`src/rtl/fp16_pkg.sv`:
```
// fp16_pkg: definitions shared between int_dot_accum and int_to_fp16.
//   FP16_ACC_W  : integer width handed to the FP16 converter (20)
//   dot_state_t : int_dot_accum FSM states
//   sat_add     : ACC_W-bit signed add returning {sum, ovf}. On overflow the
//                 sum is clamped to the nearest representable extreme.
package fp16_pkg;

  localparam int FP16_ACC_W = 20;

  typedef enum logic [1:0] {
    IDLE  = 2'd0,
    ACCUM = 2'd1,
    HOLD  = 2'd2
  } dot_state_t;

  function automatic logic [FP16_ACC_W:0] sat_add(
    input logic signed [FP16_ACC_W-1:0] acc,
    input logic signed [FP16_ACC_W-1:0] prod
  );
    logic [FP16_ACC_W:0]   wide;
    logic [FP16_ACC_W-1:0] sum;
    logic                  ovf;
    // One guard bit: overflow shows up as guard != MSB of the result.
    wide = {acc[FP16_ACC_W-1], acc} + {prod[FP16_ACC_W-1], prod};
    ovf  = wide[FP16_ACC_W] ^ wide[FP16_ACC_W-1];
    if (!ovf)                 sum = wide[FP16_ACC_W-1:0];
    else if (wide[FP16_ACC_W]) sum = {1'b1, {(FP16_ACC_W-1){1'b0}}};
    else                      sum = {1'b0, {(FP16_ACC_W-1){1'b1}}};
    return {sum, ovf};
  endfunction

endpackage

```
`src/rtl/int_dot_accum_if.sv`:
```
// int_dot_accum_if: operand stream in, finished sum out to the FP16 converter.
//   in_valid/in_ready/in_a/in_b/in_last : operand beat handshake
//   conv_valid/conv_int/conv_done       : held result level + converter done pulse
//   forced_end                          : sum closed by MAX_TERMS
//   sat_flag                            : saturation seen in the current sum
// Modports: slave = the accumulator, master = upstream source plus converter.
interface int_dot_accum_if #(
  parameter int DATA_W = 8,
  parameter int ACC_W  = fp16_pkg::FP16_ACC_W
) ();
  logic                     in_valid;
  logic                     in_ready;
  logic signed [DATA_W-1:0] in_a;
  logic signed [DATA_W-1:0] in_b;
  logic                     in_last;
  logic                     conv_valid;
  logic signed [ACC_W-1:0]  conv_int;
  logic                     conv_done;
  logic                     forced_end;
  logic                     sat_flag;

  modport slave (
    input  in_valid, in_a, in_b, in_last, conv_done,
    output in_ready, conv_valid, conv_int, forced_end, sat_flag
  );

  modport master (
    output in_valid, in_a, in_b, in_last, conv_done,
    input  in_ready, conv_valid, conv_int, forced_end, sat_flag
  );
endinterface

```
`src/rtl/int_dot_mac.sv`:
```
// int_dot_mac: signed multiply-accumulate register for int_dot_accum.
// Macro: INT_DOT_ACCUM_SAT_EN selects clamping on overflow (plus a sticky
// flag); without it the accumulator wraps at ACC_W bits and o_sat is 0.
// The saturating path uses fp16_pkg::sat_add, so ACC_W must equal FP16_ACC_W
// when the macro is defined.
// Ports:
//   clk, rst_n  : clock, synchronous active-low reset
//   i_en        : accept this beat (acc <= o_sum_next)
//   i_clr       : clear acc and sat flag (sum handed off)
//   i_a, i_b    : signed operands
//   o_sum_next  : acc + a*b, combinational; the value the acc takes on i_en
//   o_sat       : sticky saturation flag
module int_dot_mac
  import fp16_pkg::*;
#(
  parameter int DATA_W = 8,
  parameter int ACC_W  = FP16_ACC_W
) (
  input  logic                     clk,
  input  logic                     rst_n,
  input  logic                     i_en,
  input  logic                     i_clr,
  input  logic signed [DATA_W-1:0] i_a,
  input  logic signed [DATA_W-1:0] i_b,
  output logic signed [ACC_W-1:0]  o_sum_next,
  output logic                     o_sat
);
  logic signed [2*DATA_W-1:0] w_prod;
  logic signed [ACC_W-1:0]    w_prod_ext;
  logic signed [ACC_W-1:0]    r_acc;

  assign w_prod     = i_a * i_b;
  assign w_prod_ext = {{(ACC_W-2*DATA_W){w_prod[2*DATA_W-1]}}, w_prod};

`ifdef INT_DOT_ACCUM_SAT_EN
  logic w_ovf;
  logic r_sat;

  assign {o_sum_next, w_ovf} = sat_add(r_acc, w_prod_ext);
  assign o_sat = r_sat;

  always_ff @(posedge clk) begin
    if (!rst_n || i_clr) r_sat <= 1'b0;
    else if (i_en && w_ovf) r_sat <= 1'b1;
  end
`else
  assign o_sum_next = r_acc + w_prod_ext;
  assign o_sat      = 1'b0;
`endif

  always_ff @(posedge clk) begin
    if (!rst_n)     r_acc <= '0;
    else if (i_clr) r_acc <= '0;
    else if (i_en)  r_acc <= o_sum_next;
  end

endmodule

```
`src/rtl/int_dot_accum.sv`:
```
// int_dot_accum: signed integer dot-product accumulator feeding int_to_fp16.
// MACs operand pairs into an ACC_W-bit sum; the sum closes on in_last or on
// the MAX_TERMS-th beat, then is held on conv_valid/conv_int until the
// converter pulses conv_done.
// Macro: INT_DOT_ACCUM_SAT_EN (saturating accumulate, see int_dot_mac).
// Ports:
//   clk, rst_n : clock, synchronous active-low reset
//   bus        : int_dot_accum_if.slave (operand stream + converter handshake)
module int_dot_accum
  import fp16_pkg::*;
#(
  parameter int DATA_W    = 8,
  parameter int ACC_W     = FP16_ACC_W,
  parameter int MAX_TERMS = 16
) (
  input logic            clk,
  input logic            rst_n,
  int_dot_accum_if.slave bus
);
  localparam int CNT_W = (MAX_TERMS > 1) ? $clog2(MAX_TERMS) : 1;

  dot_state_t              r_state;
  logic [CNT_W-1:0]        r_term_cnt;
  logic signed [ACC_W-1:0] r_conv_int;
  logic                    r_forced_end;
  logic signed [ACC_W-1:0] w_sum;
  logic                    w_sat;
  logic                    w_ready;
  logic                    w_accept;
  logic                    w_close;
  logic                    w_release;

  assign w_ready   = (r_state != HOLD);
  assign w_accept  = bus.in_valid & w_ready;
  assign w_close   = bus.in_last | (r_term_cnt == CNT_W'(MAX_TERMS-1));
  assign w_release = (r_state == HOLD) & bus.conv_done;

  int_dot_mac #(
    .DATA_W (DATA_W),
    .ACC_W  (ACC_W)
  ) u_mac (
    .clk        (clk),
    .rst_n      (rst_n),
    .i_en       (w_accept),
    .i_clr      (w_release),
    .i_a        (bus.in_a),
    .i_b        (bus.in_b),
    .o_sum_next (w_sum),
    .o_sat      (w_sat)
  );

  always_ff @(posedge clk) begin
    if (!rst_n) begin
      r_state      <= IDLE;
      r_term_cnt   <= '0;
      r_conv_int   <= '0;
      r_forced_end <= 1'b0;
    end else begin
      r_forced_end <= 1'b0;
      unique case (r_state)
        IDLE, ACCUM: begin
          if (w_accept) begin
            r_term_cnt <= r_term_cnt + CNT_W'(1);
            if (w_close) begin
              // Capture the sum including the closing beat so the converter
              // sees it on the very next cycle.
              r_state      <= HOLD;
              r_conv_int   <= w_sum;
              r_forced_end <= ~bus.in_last;
            end else begin
              r_state <= ACCUM;
            end
          end
        end
        HOLD: begin
          // conv_int deliberately keeps its value after release.
          if (bus.conv_done) begin
            r_state    <= IDLE;
            r_term_cnt <= '0;
          end
        end
        default: r_state <= IDLE;
      endcase
    end
  end

  assign bus.in_ready   = w_ready;
  assign bus.conv_valid = (r_state == HOLD);
  assign bus.conv_int   = r_conv_int;
  assign bus.forced_end = r_forced_end;
  assign bus.sat_flag   = w_sat;

endmodule

```
`src/flat_wrapper.sv`:
```
// flat-port wrapper written by rule: the top's interface ports become plain ports
module int_dot_accum_flat import fp16_pkg::*;
#(
  parameter int DATA_W    = 8,
  parameter int ACC_W     = FP16_ACC_W,
  parameter int MAX_TERMS = 16
)
  (clk, rst_n, bus_in_valid, bus_in_a, bus_in_b, bus_in_last, bus_conv_done, bus_in_ready, bus_conv_valid, bus_conv_int, bus_forced_end, bus_sat_flag);
  int_dot_accum_if #(.DATA_W(DATA_W), .ACC_W(ACC_W)) bus_i ();
  input logic clk;
  input logic rst_n;
  input wire logic [$bits(bus_i.in_valid)-1:0] bus_in_valid;
  input wire logic [$bits(bus_i.in_a)-1:0] bus_in_a;
  input wire logic [$bits(bus_i.in_b)-1:0] bus_in_b;
  input wire logic [$bits(bus_i.in_last)-1:0] bus_in_last;
  input wire logic [$bits(bus_i.conv_done)-1:0] bus_conv_done;
  output wire logic [$bits(bus_i.in_ready)-1:0] bus_in_ready;
  output wire logic [$bits(bus_i.conv_valid)-1:0] bus_conv_valid;
  output wire logic [$bits(bus_i.conv_int)-1:0] bus_conv_int;
  output wire logic [$bits(bus_i.forced_end)-1:0] bus_forced_end;
  output wire logic [$bits(bus_i.sat_flag)-1:0] bus_sat_flag;
  assign bus_i.in_valid = bus_in_valid;
  assign bus_i.in_a = bus_in_a;
  assign bus_i.in_b = bus_in_b;
  assign bus_i.in_last = bus_in_last;
  assign bus_i.conv_done = bus_conv_done;
  assign bus_in_ready = bus_i.in_ready;
  assign bus_conv_valid = bus_i.conv_valid;
  assign bus_conv_int = bus_i.conv_int;
  assign bus_forced_end = bus_i.forced_end;
  assign bus_sat_flag = bus_i.sat_flag;
  int_dot_accum #(.DATA_W(DATA_W), .ACC_W(ACC_W), .MAX_TERMS(MAX_TERMS)) u_core (.clk(clk), .rst_n(rst_n), .bus(bus_i));
endmodule
```
`config.mk`:
```
export PLATFORM = sky130hd
export DESIGN_NAME = int_dot_accum_flat
export DESIGN_NICKNAME = d
export VERILOG_FILES = /design/src/rtl/fp16_pkg.sv /design/src/rtl/int_dot_accum_if.sv /design/src/rtl/int_dot_mac.sv /design/src/rtl/int_dot_accum.sv /design/src/flat_wrapper.sv
export SDC_FILE = /design/constraint.sdc
export NUM_CORES = 1
export LEC_CHECK = 0
export ABC_AREA = 1
export CAP_MARGIN = 10
export CELL_PAD_IN_SITES_DETAIL_PLACEMENT = 0
export CELL_PAD_IN_SITES_GLOBAL_PLACEMENT = 2
export CORE_MARGIN = 2
export CORE_UTILIZATION = 36
export CTS_BUF_LIST = sky130_fd_sc_hd__clkbuf_2
export DETAILED_ROUTE_END_ITERATION = 16
export PLACE_DENSITY_LB_ADDON = 0.12
export SLEW_MARGIN = 20
export SYNTH_ARGS = -nofsm -noshare
export SYNTH_HDL_FRONTEND = slang
export SYNTH_SLANG_ARGS = --single-unit
```
`constraint.sdc`:
```
create_clock -name clk -period 7.4 [get_ports clk]
set_input_delay 2.22 -clock clk [delete_from_list [all_inputs] [get_ports clk]]
set_output_delay 2.22 -clock clk [all_outputs]
set_load 0.05 [all_outputs]
```
==> results.py <==
metrics = {
    "cts": {
        "ctsResizeCount": 0,
        "clock_path_buffers": 2,
        "cts_hold_buf": 0,
        "cts-htree-levels": 2,
        "insertion_delay_ns": 0.45,
        "cts_tree": "yes",
        "post_cts_buffers": 0,
        "cts.sinks": 47,
        "cts.root.buffer_cell": "clkbuf_2",
        "numCtsBuffers": 5,
        "cts.clk_slew.worst_paths_ns": 0.26,
    },
    "die": {
        "die_y_um": 129,
        "initial_core_util": 0.369,
        "ios": 45,
        "num_rows": 45,
        "dieWidth_um": 129,
        "dieArea_um2": 16600,
        "core-area_um2": 15200,
    },
    "critical_path": {
        "max_stage_delay_ns": 0.65,
        "worstPathCellList": "clkdlybuf4s50_1 > nand2_1 > fa_1 > inv_1 > fa_1 > inv_1 > fa_1 > inv_1 > fa_1 > ha_1 > ha_1 > nand2_1 > inv_1 > nand3_1 > nor3_1 > o21ai_0 > nand3_1 > nand3_1 > nand2_1 > inv_1",
        "cp_slowest_cell": "fa_1",
        "crit_arrival_ns": 7.14,
        "end_kind": "register",
        "cp.required_ns": 7.78,
        "start_kind": "input pin",
        "crit_path_max_fanout": 8,
        "critPathMostFrequentCell": "inv_1",
        "critical_path_class": "input pin to register",
    },
    "layout": {
        "fin_nets": 922,
        "multiInputGateArea_um2": 3880,
        "regArea_um2": 941,
        "final_cell_mix": "inv_1, nand2_1, fa_1",
        "area_delta_synth_final_pct": 12.9,
        "drive_gt1_frac": 0.0483,
        "antenna_cells": 0,
        "fillers": 1617,
        "mostFrequentLayoutCell": "inv_1",
    },
    "synth": {
        "netlist.top_cell.by_area": "fa_1",
        "synthArstFlopShare": 0,
        "ys_seq_area_frac": 0.168,
        "yosysWarnings": 0,
        "synth.cell_area_um2": 5610,
        "synthFlopType": "dfxtp_1",
        "synth_top_area_share": 0.314,
        "synth_area_leaders": "fa_1, dfxtp_1, inv_1",
        "synth_edf_count": 0,
        "synth_nets": 882,
        "ys_types": 32,
        "syn-instance-count": 726,
        "syn_avg_cell_area_um2": 7.73,
        "ys_ff_latch": 47,
    },
    "drt": {
        "vias": 4409,
        "drtIter0Drc": 139,
        "vias_per_cell": 4.62,
        "wirelength_um": 13300,
        "met2_length_um": 6600,
        "ant_nets": 0,
        "first_pass_iters": 4,
        "drt-met1-wl_um": 6140,
        "drc": 0,
        "wl_met3_um": 322,
        "top_layer": "met4",
        "post_drt_wl_per_cell_um": 13.9,
    },
    "run_status": {
        "status": "finished, final reports clean",
    },
    "timing": {
        "post-route-period-util": 0.914,
        "rsz0062_at_grt": "no",
        "finalSetupViolCount": 0,
        "clock.fmax_mhz": 148,
        "hold_viol": 0,
        "tightest_slew_ns": 0.778,
        "fin_tns_setup_ns": 0,
        "final-max-slew-violation-count": 0,
        "post-route-min-period_ns": 6.77,
        "max_slew_margin": 0.481,
        "skew_ns": 0.0165,
    },
    "global_routing": {
        "grt_max_degree": 31,
        "grt_pass1_wl_um": 23000,
        "grt.total_usage": 0.174,
        "overflow": 0,
        "antenna_found_initial": 0,
        "grt_pass1_vias": 4687,
    },
    "worst_hold_path": {
        "hold_class": "register to register",
    },
    "place": {
        "io_buffers": 43,
        "routabilityCongestion": 0.813,
        "hpwl_um": 11300,
    },
    "job": {
        "drv_cap": 0,
    },
}
-- final cells by class --
type                       count  share of cell area
multi-input combinational    476               0.612
sequential                    47               0.148
inverter                     176               0.104
timing repair buffer          60              0.0881
tap                          188              0.0371
clock inverter                 2             0.00592
clock buffer                   5             0.00395
-- final timing paths --
path / start / to / slack (ns) / cells after the start
hold reg to reg: u_core.u_mac.r_acc[0] / u_core.u_mac.r_acc[0] / 0.49 / 2
setup reg to reg: u_core.u_mac.r_acc[6] / u_core.u_mac.r_acc[17] / 2.85 / 18
hold / removal: u_core.u_mac.r_acc[0] / u_core.u_mac.r_acc[0] / 0.49 / 2
setup / recovery: bus_in_a[7] / u_core.u_mac.r_acc[17] / 0.63 / 20
-- worst max-delay path: cells and delay by family --
kind,cells,cell delay [ns]
fa+ha+maj,6,2.81
buf+inv,6,0.99
simple gates,7,0.87
compound gates,1,0.23
-- sequential cells by signal, indices dropped and copies added, names as in the netlist --
| register | flops |
|---|---|
| u_core.bus.conv_int | 20 |
| u_core.bus.forced_end | 1 |
| u_core.r_state | 2 |
| u_core.r_term_cnt | 4 |
| u_core.u_mac.r_acc | 20 |
-- per-stage QoR --
step	worst slack (ns)	hold WS, ns	area (um2)	util	std cells
after floorplan	0.845	0.443	5610	-	726
after global placement	0.0726	0.455	6270	0.413	947
after detailed placement	0.167	0.468	6270	0.413	947
after CTS	0.668	0.497	6340	0.417	954
after global routing	0.328	0.525	6340	0.417	954
final	0.633	0.494	6340	0.417	954
-- metal layers --
layer / GRT usage / vias up
met3: 0.0200 / 15
met1: 0.233 / 2117
met5: 0 / -
met4: 0.0371 / 0
li1: - / 2233
met2: 0.305 / 44
-- Yosys cell counts, types with 2 or more instances --
cell	number
xnor2_1	4
clkbuf_1	19
buf_4	3
nor2_1	74
nor2_4	2
nand4_1	6
o21a_1	2
nand3_1	31
o21ai_0	26
fa_1	88
o21ai_2	2
dfxtp_1	47
o211ai_1	2
buf_6	2
ha_1	47
o21ai_1	6
buf_2	2
nand2_1	139
a21oi_1	30
xor2_1	3
nor3_1	5
inv_1	171
nand2_2	2
inv_2	4
or2_2	2
-- logic make-up after synthesis --
group / count (synthesis) / synth area share
xor+xnor: 7 / 0.0109
other cells: 1 / 0.000668
fa+ha+maj: 135 / 0.419
flops: 47 / 0.168
buf+inv: 203 / 0.141
compound gates: 71 / 0.0702
simple gates: 262 / 0.191
Power is not shown: default switching activity piles up to over one toggle a cycle in this logic, so the estimate is an artifact.
